## config.mk

```make
export PLATFORM = sky130hd
export DESIGN_NAME = rf_wport_arbiter
export DESIGN_NICKNAME = d
export VERILOG_FILES = /design/src/rtl/rf_wport_arbiter.sv
export SDC_FILE = /design/constraint.sdc
export NUM_CORES = 1
export LEC_CHECK = 0
export CAP_MARGIN = 20
export CORE_MARGIN = 2
export CORE_UTILIZATION = 45
export DETAILED_ROUTE_END_ITERATION = 10
export PLACE_DENSITY = 0.93
export SETUP_SLACK_MARGIN = 0.2
export SYNTH_ARGS = -nofsm -noshare
export SYNTH_HDL_FRONTEND = slang
export SYNTH_SLANG_ARGS = --single-unit
```

## constraint.sdc

```tcl
create_clock -name clk -period 4.25 [get_ports clk]
set_clock_uncertainty 0.05 [all_clocks]
set_input_delay 0.85 -clock clk [delete_from_list [all_inputs] [get_ports clk]]
set_output_delay 0.85 -clock clk [all_outputs]
set_load 0.005 [all_outputs]
```

## src/rtl/rf_wport_arbiter.sv

```systemverilog
// ============================================================================
// rf_wport_arbiter : round-robin arbiter sharing the register-file write port
//   Optional build macro: RFARB_FIXED_PRIO_EN (fixed lowest-index priority)
// Revision: 1.0
// ============================================================================
`default_nettype none

module rf_wport_arbiter #(
  parameter int NREQ   = 3,
  parameter int ADDR_W = 4,
  parameter int DATA_W = 16
) (
  input  logic                     clk,
  input  logic                     rst,
  input  logic                     hold_i,
  input  logic [NREQ-1:0]          req_valid_i,
  input  logic [NREQ*ADDR_W-1:0]   req_addr_i,
  input  logic [NREQ*DATA_W-1:0]   req_data_i,
  output logic [NREQ-1:0]          req_ready_o,
  output logic                     wEnable_o,
  output logic [ADDR_W-1:0]        wAddr_o,
  output logic [DATA_W-1:0]        wData_o,
  output logic [7:0]               conflict_cnt_o
);

  localparam int IDX_W = (NREQ > 1) ? $clog2(NREQ) : 1;

  logic [NREQ-1:0]   w_grant;
  logic              w_any;
  logic [ADDR_W-1:0] w_addr;
  logic [DATA_W-1:0] w_data;
  logic              w_contend;
  logic              w_wr;

  logic              wen_q;
  logic [ADDR_W-1:0] addr_q;
  logic [DATA_W-1:0] data_q;
  logic [7:0]        cnt_q, cnt_d;

`ifdef RFARB_FIXED_PRIO_EN
  always_comb begin
    w_grant = '0;
    w_any   = 1'b0;
    w_addr  = '0;
    w_data  = '0;
    if (rst && !hold_i) begin
      for (int i = 0; i < NREQ; i++) begin
        if (!w_any && req_valid_i[i]) begin
          w_any      = 1'b1;
          w_grant[i] = 1'b1;
          w_addr     = req_addr_i[i*ADDR_W +: ADDR_W];
          w_data     = req_data_i[i*DATA_W +: DATA_W];
        end
      end
    end
  end
`else
  logic [IDX_W-1:0] last_q;
  logic [IDX_W-1:0] w_win;

  // Search order rotates so the index after the last winner is tried first.
  always_comb begin
    w_grant = '0;
    w_any   = 1'b0;
    w_addr  = '0;
    w_data  = '0;
    w_win   = last_q;
    if (rst && !hold_i) begin
      for (int k = 1; k <= NREQ; k++) begin
        for (int i = 0; i < NREQ; i++) begin
          if (!w_any && req_valid_i[i] && (i == (int'(last_q) + k) % NREQ)) begin
            w_any      = 1'b1;
            w_grant[i] = 1'b1;
            w_win      = IDX_W'(i);
            w_addr     = req_addr_i[i*ADDR_W +: ADDR_W];
            w_data     = req_data_i[i*DATA_W +: DATA_W];
          end
        end
      end
    end
  end

  always_ff @(posedge clk or negedge rst) begin
    if (!rst) begin
      last_q <= IDX_W'(NREQ - 1);
    end else if (w_any) begin
      last_q <= w_win;
    end
  end
`endif

  assign w_contend = !hold_i && ($countones(req_valid_i) > 1);
  assign w_wr      = w_any && (w_addr != '0);
  assign cnt_d     = (w_contend && (cnt_q != 8'hFF)) ? cnt_q + 8'd1 : cnt_q;

  // Zero-register grants are consumed without disturbing the held address/data.
  always_ff @(posedge clk or negedge rst) begin
    if (!rst) begin
      wen_q  <= 1'b0;
      addr_q <= '0;
      data_q <= '0;
      cnt_q  <= 8'd0;
    end else begin
      wen_q <= w_wr;
      cnt_q <= cnt_d;
      if (w_wr) begin
        addr_q <= w_addr;
        data_q <= w_data;
      end
    end
  end

  assign req_ready_o    = w_grant;
  assign wEnable_o      = wen_q;
  assign wAddr_o        = addr_q;
  assign wData_o        = data_q;
  assign conflict_cnt_o = cnt_q;

endmodule

`default_nettype wire

```

== Word level (Yosys, flattened, before mapping) ==
Index checks and enable logic that the tools add are counted.
W data, S select, Z words.
Storage, ports and cells
  flip-flop bits (word level): 31
  output and inout bits: 32
  word-level logic and storage cells: 114
Cells by class
  add/subtract/negate cells: 6
  div/mod/pow operators: 3
  magnitude comparators: 1
  eq/ne operators: 7
  muxes and demuxes: 56
  reductions and logical operators: 36
Operators with widths (count)
  $mux W16: 10
  $eq A2 B32 Y1 const A: 3
  $eq A3 B32 Y1 const A: 3
  $logic_not A32 Y1: 3
  $mod A32 B3 Y32 const B: 3
  $mux W4: 10
  $mux W1: 26
  $logic_and A1 B1 Y1: 21
  $mux W2: 9
  $logic_not A1 Y1: 9
  $reduce_bool A9 Y1: 1
  $add A8 B1 Y8 const B: 1
  $ne A8 B8 Y1 const B: 1
  $add A2 B2 Y3 const B: 2
  $reduce_bool A4 Y1: 1
  $add A2 B1 Y3: 1
  $add A2 B1 Y3 const B: 1
  $gt A3 B1 Y1 const B: 1
  $mux W3: 1
  $reduce_and A3 Y1: 1
  $add A1 B1 Y2: 1

== Depth between registers and ports, before layout ==
  depth in word-level cells: 48
  mapped depth: 12
  mapped depth without buffers: 9

== Least setup slack after synthesis ==
Ideal clock, no wire load.
  path type: in2reg
  from: input req_valid_i[1]
  to: register data_q[10], in the netlist wData_o[10]
  library setup time: 0.125 ns
  arrival: 2.922 ns
  data required time: 4.075 ns
  setup slack: 1.153 ns
  stages on the path: 9
  buffers on the path: 3
  path through: clkbuf_1 > and4b_1 > clkbuf_1 > a221oi_1 > a31o_2 > nand2_1 > o31ai_4 > buf_6 > mux2_4
Between the ends
  cells in the longest elaborated chain, start to end: 41
  elaborated cells between the ends (all ways): 59
Ends and longest elaborated chain
  start: declaration: line 16  | input logic [NREQ-1:0] req_valid_i,
  $logic_and A1 B1 Y1 (2 in series): line 71  | if (!w_any && req_valid_i[i] && (i == (int'(last_q) + k) % NREQ)) begin
  $mux W1: line 71
  $mux W1: line 68  | if (rst && !hold_i) begin
  $logic_not A1 Y1: line 71
  $logic_and A1 B1 Y1 (2 in series): line 71
  $mux W1: line 71
  $mux W1: line 68
  $logic_not A1 Y1: line 71
  [22 not listed]
  $mux W1: line 71
  $mux W1: line 68
  $logic_not A1 Y1: line 71
  $logic_and A1 B1 Y1 (2 in series): line 71
  $mux W4: line 71
  $mux W4: line 68
  $reduce_bool A4 Y1: line 93  | assign w_wr = w_any && (w_addr != '0);
  $logic_and A1 B1 Y1: line 93
  end signal: assignment: line 108  | data_q <= w_data;
  end: declaration: line 37  | logic [DATA_W-1:0] data_q;
Several ways; a longest one is shown, not always the timed one. The select of a mux whose other input is x is not followed.
A chain may end at the register's enable or synchronous reset.

== Worst setup path after layout ==
  from: input req_valid_i[0]
  to: output req_ready_o[1]
Between the ends
  cells in the longest elaborated chain, start to end: 38
  elaborated cells between the ends (all ways): 40
Ends and longest elaborated chain
  $logic_and A1 B1 Y1: line 71
  $mux W1: line 71
  $mux W1: line 68
  $logic_not A1 Y1: line 71
  $logic_and A1 B1 Y1 (2 in series): line 71
  $mux W1: line 71
  $mux W1: line 68
  $logic_not A1 Y1: line 71
  [19 not listed]
  $logic_not A1 Y1: line 71
  $logic_and A1 B1 Y1 (2 in series): line 71
  $mux W1: line 71
  $mux W1: line 68
  $logic_not A1 Y1: line 71
  $logic_and A1 B1 Y1 (2 in series): line 71
  $mux W1 *: line 71
  $mux W3 *: line 68
  end: declaration: line 19  | output logic [NREQ-1:0] req_ready_o,
Mark *: on every way between the ends. The rest lies on a longest branch, timed or not. The select of a mux whose other input is x is not followed.

==> results.cfg <==
[power]
intPower_mw = 1.19
cellPowerDensity_nw_per_um2 = 532
p_comb_share_pct = 62.9
p_sw_share_pct = 40.1
power.switching_mw = 0.801
finalPower_mw = 1.99
power_frac_seq_pct = 24.4
clkPwrFrac_pct = 12.8
p_leak_nw = 1.48
ir_drop_v = 0.000447

[global_routing]
antenna_found_initial = 0
grt_pass1_wl_um = 13600
use_met2_pct = 45.5
grt_overflow = 0
grt-busiest-layer = met2
grt_pass1_vias = 2815
met3_usage_pct = 4.75
grt_use_total_pct = 26.7
grt_start_max_net_pins = 30
use_met1_pct = 35.1

[timing]
period_share_pct = 91.9
tns_ps = 0
rsz0062_at_grt = yes
setup_viol = 0
max_freq_mhz = 256
fin_crit_ps = 3900
timing.final.max_slew_violations = 0
final-hold-violation-count = 0
slew_headroom_pct = 40.1
worst_pin_slew_ps = 890

[floorplanning]
die_w_um = 79.7
rows = 27
core_um2 = 5510
ios = 98
start_util_pct = 46.8
dieArea_um2 = 6350
die_h_um = 79.7

[min_path]
holdPathStages = 1
hp-class = reg -> reg

[cells_and_area]
fin_nets = 470
layout-drive-gt1-share_pct = 12.0
design_area_um2 = 3750
synthToLayoutAreaGrowth_pct = 45.3
n_antenna_cell = 0

[clocking]
clock-root-buffer = clkbuf_8
clk_pin_slew_ps = 60
cts_buffers = 5
cts_resized = 0
clock_sinks = 31
clockBufferDepth = 2
postCtsSetupBuffers = 0
cts_max_level = 2
ctsHoldBuffers = 0
cts_tree = yes
clk_latency_ps = 270

[detailed_routing]
initialDrtViolationCount = 278
vias = 2971
drcViolationCount = 0
vias_per_cell = 6.29
ant_nets = 0
wl_per_cell_um = 17.7
drt-pass1-iter-count = 5
wl_um = 8370

[job]
maxCapViolations = 0

[status]
status = completed

[synth]
synth_top_area_share_pct = 29.1
syn-num-nets = 376
synth_edf_count = 0
async_flop_share_pct = 100
syn_avg_cell_area_um2 = 8.45
synth_area_um2 = 2580
synthDistinctLibCells = 54
yosys-top-cells-area = dfrtp_1 29%, nand2_1 4.8%, mux2_2 4.4%
synth_area_leader_cell = dfrtp_1
ys_seq_elements = 31
ys.flop_type = dfrtp_1
yosysMostFrequentCell = nand2_1
synth_seq_area_share_pct = 30.1
ys_warn_count = 0
syn_inst = 305
netlist_top_cells_count = 33 x nand2_1, 30 x dfrtp_1, 24 x nor2_1

[worst_setup_path]
critPathKind = in -> out
reg2reg_depth = 11
arrival_ps = 3000
end_kind = primary output
crit_required_ps = 3350
critPathLaunchType = input pin
crit_path_max_fanout = 13

[placed_design]
numPortBuffers = 97
gp_congestion = 0.998
placed_area_um2 = 3630
hpwl_um = 6280
-- registers in the layout (all words and copies together) (netlist names) --
name and count:
last_q 2, wData_o 16, conflict_cnt_o 8, wEnable_o 1
wAddr_o 4
-- critical path, cell delays in order --
cell and delay [ps]:
clkdlybuf4s50_1 640, o21ai_0 330, buf_4 170, o21a_1 110
o221ai_1 200, nor2_1 180, clkdlybuf4s50_1 520
-- area by class of cell --
class / count / area (µm²)
Multi-Input combinational cell: 245 / 1680
Timing Repair Buffer: 110 / 1080
Fill cell: 432 / 1760
Tap cell: 72 / 90.1
Inverter: 6 / 22.5
Clock buffer: 8 / 100
Sequential cell: 31 / 777
-- final timing paths --
| kind | from | to | slack, ps |
|---|---|---|---|
| hold / removal | conflict_cnt_o[6]$_DFFE_PN0P_ | conflict_cnt_o[6]$_DFFE_PN0P_ | 450 |
| min in group asynchronous | rst | wAddr_o[2]$_DFFE_PN0P_ | 780 |
| setup / recovery | req_valid_i[0] | req_ready_o[1] | 350 |
| max in group asynchronous | rst | last_q[1]$_DFFE_PN1P_ | 2660 |
| hold reg to reg | conflict_cnt_o[6]$_DFFE_PN0P_ | conflict_cnt_o[6]$_DFFE_PN0P_ | 450 |
| setup reg to reg | last_q[0]$_DFFE_PN0P_ | wData_o[13]$_DFFE_PN0P_ | 1040 |
-- power groups by stage --
stage	combinational, mW	sequential (mW)	clock, mW
3_5_place_dp	1.22	0.488	0
6_report	1.25	0.486	0.255
3_3_place_gp	1.20	0.485	0
4_1_cts	1.23	0.485	0.258
2_1_floorplan	0.755	0.483	0
5_1_grt	1.36	0.500	0.275
-- placed cells by master, fill, tap and decap left out, types with 4 or more instances in the layout --
cell type / count
xnor2_1: 4
o22ai_1: 15
o221ai_1: 10
inv_1: 6
a21bo_2: 4
or4_1: 4
dfrtp_1: 30
buf_4: 12
nor2_1: 24
a21oi_1: 11
clkdlybuf4s50_1: 97
nand3_1: 14
ha_1: 5
mux2_4: 7
nand2b_1: 6
o21ai_0: 20
mux2_2: 10
o2bb2ai_1: 9
nand4_1: 5
clkbuf_8: 7
a31oi_1: 9
nand2_1: 33
a221oi_1: 8
-- per-stage QoR --
step	utilization [%]	worst slack, ps	hold WS, ps	instances
global route	68.0	199	478	472
floorplan	-	1150	424	305
CTS	67.7	276	442	471
finish	68.0	345	446	472
global placement	65.8	62.6	433	463
detailed placement	65.8	-18.7	431	463
-- cells by family after synthesis --
kind of cell	after synthesis	synth area share, %
compound gates	110	31.1
xor+xnor	7	2.38
fa+ha+maj	5	2.43
buf+inv	29	5.10
flops	31	30.1
mux	17	8.45
simple gates	106	20.4
-- metal layers --
metal / up-vias / wire [µm]
li1: 1361 / -
met1: 1409 / 3410
met2: 186 / 4090
met3: 15 / 775
met4: 0 / 104
met5: - / 0
Note: power is estimated with default switching activity, not from simulation.
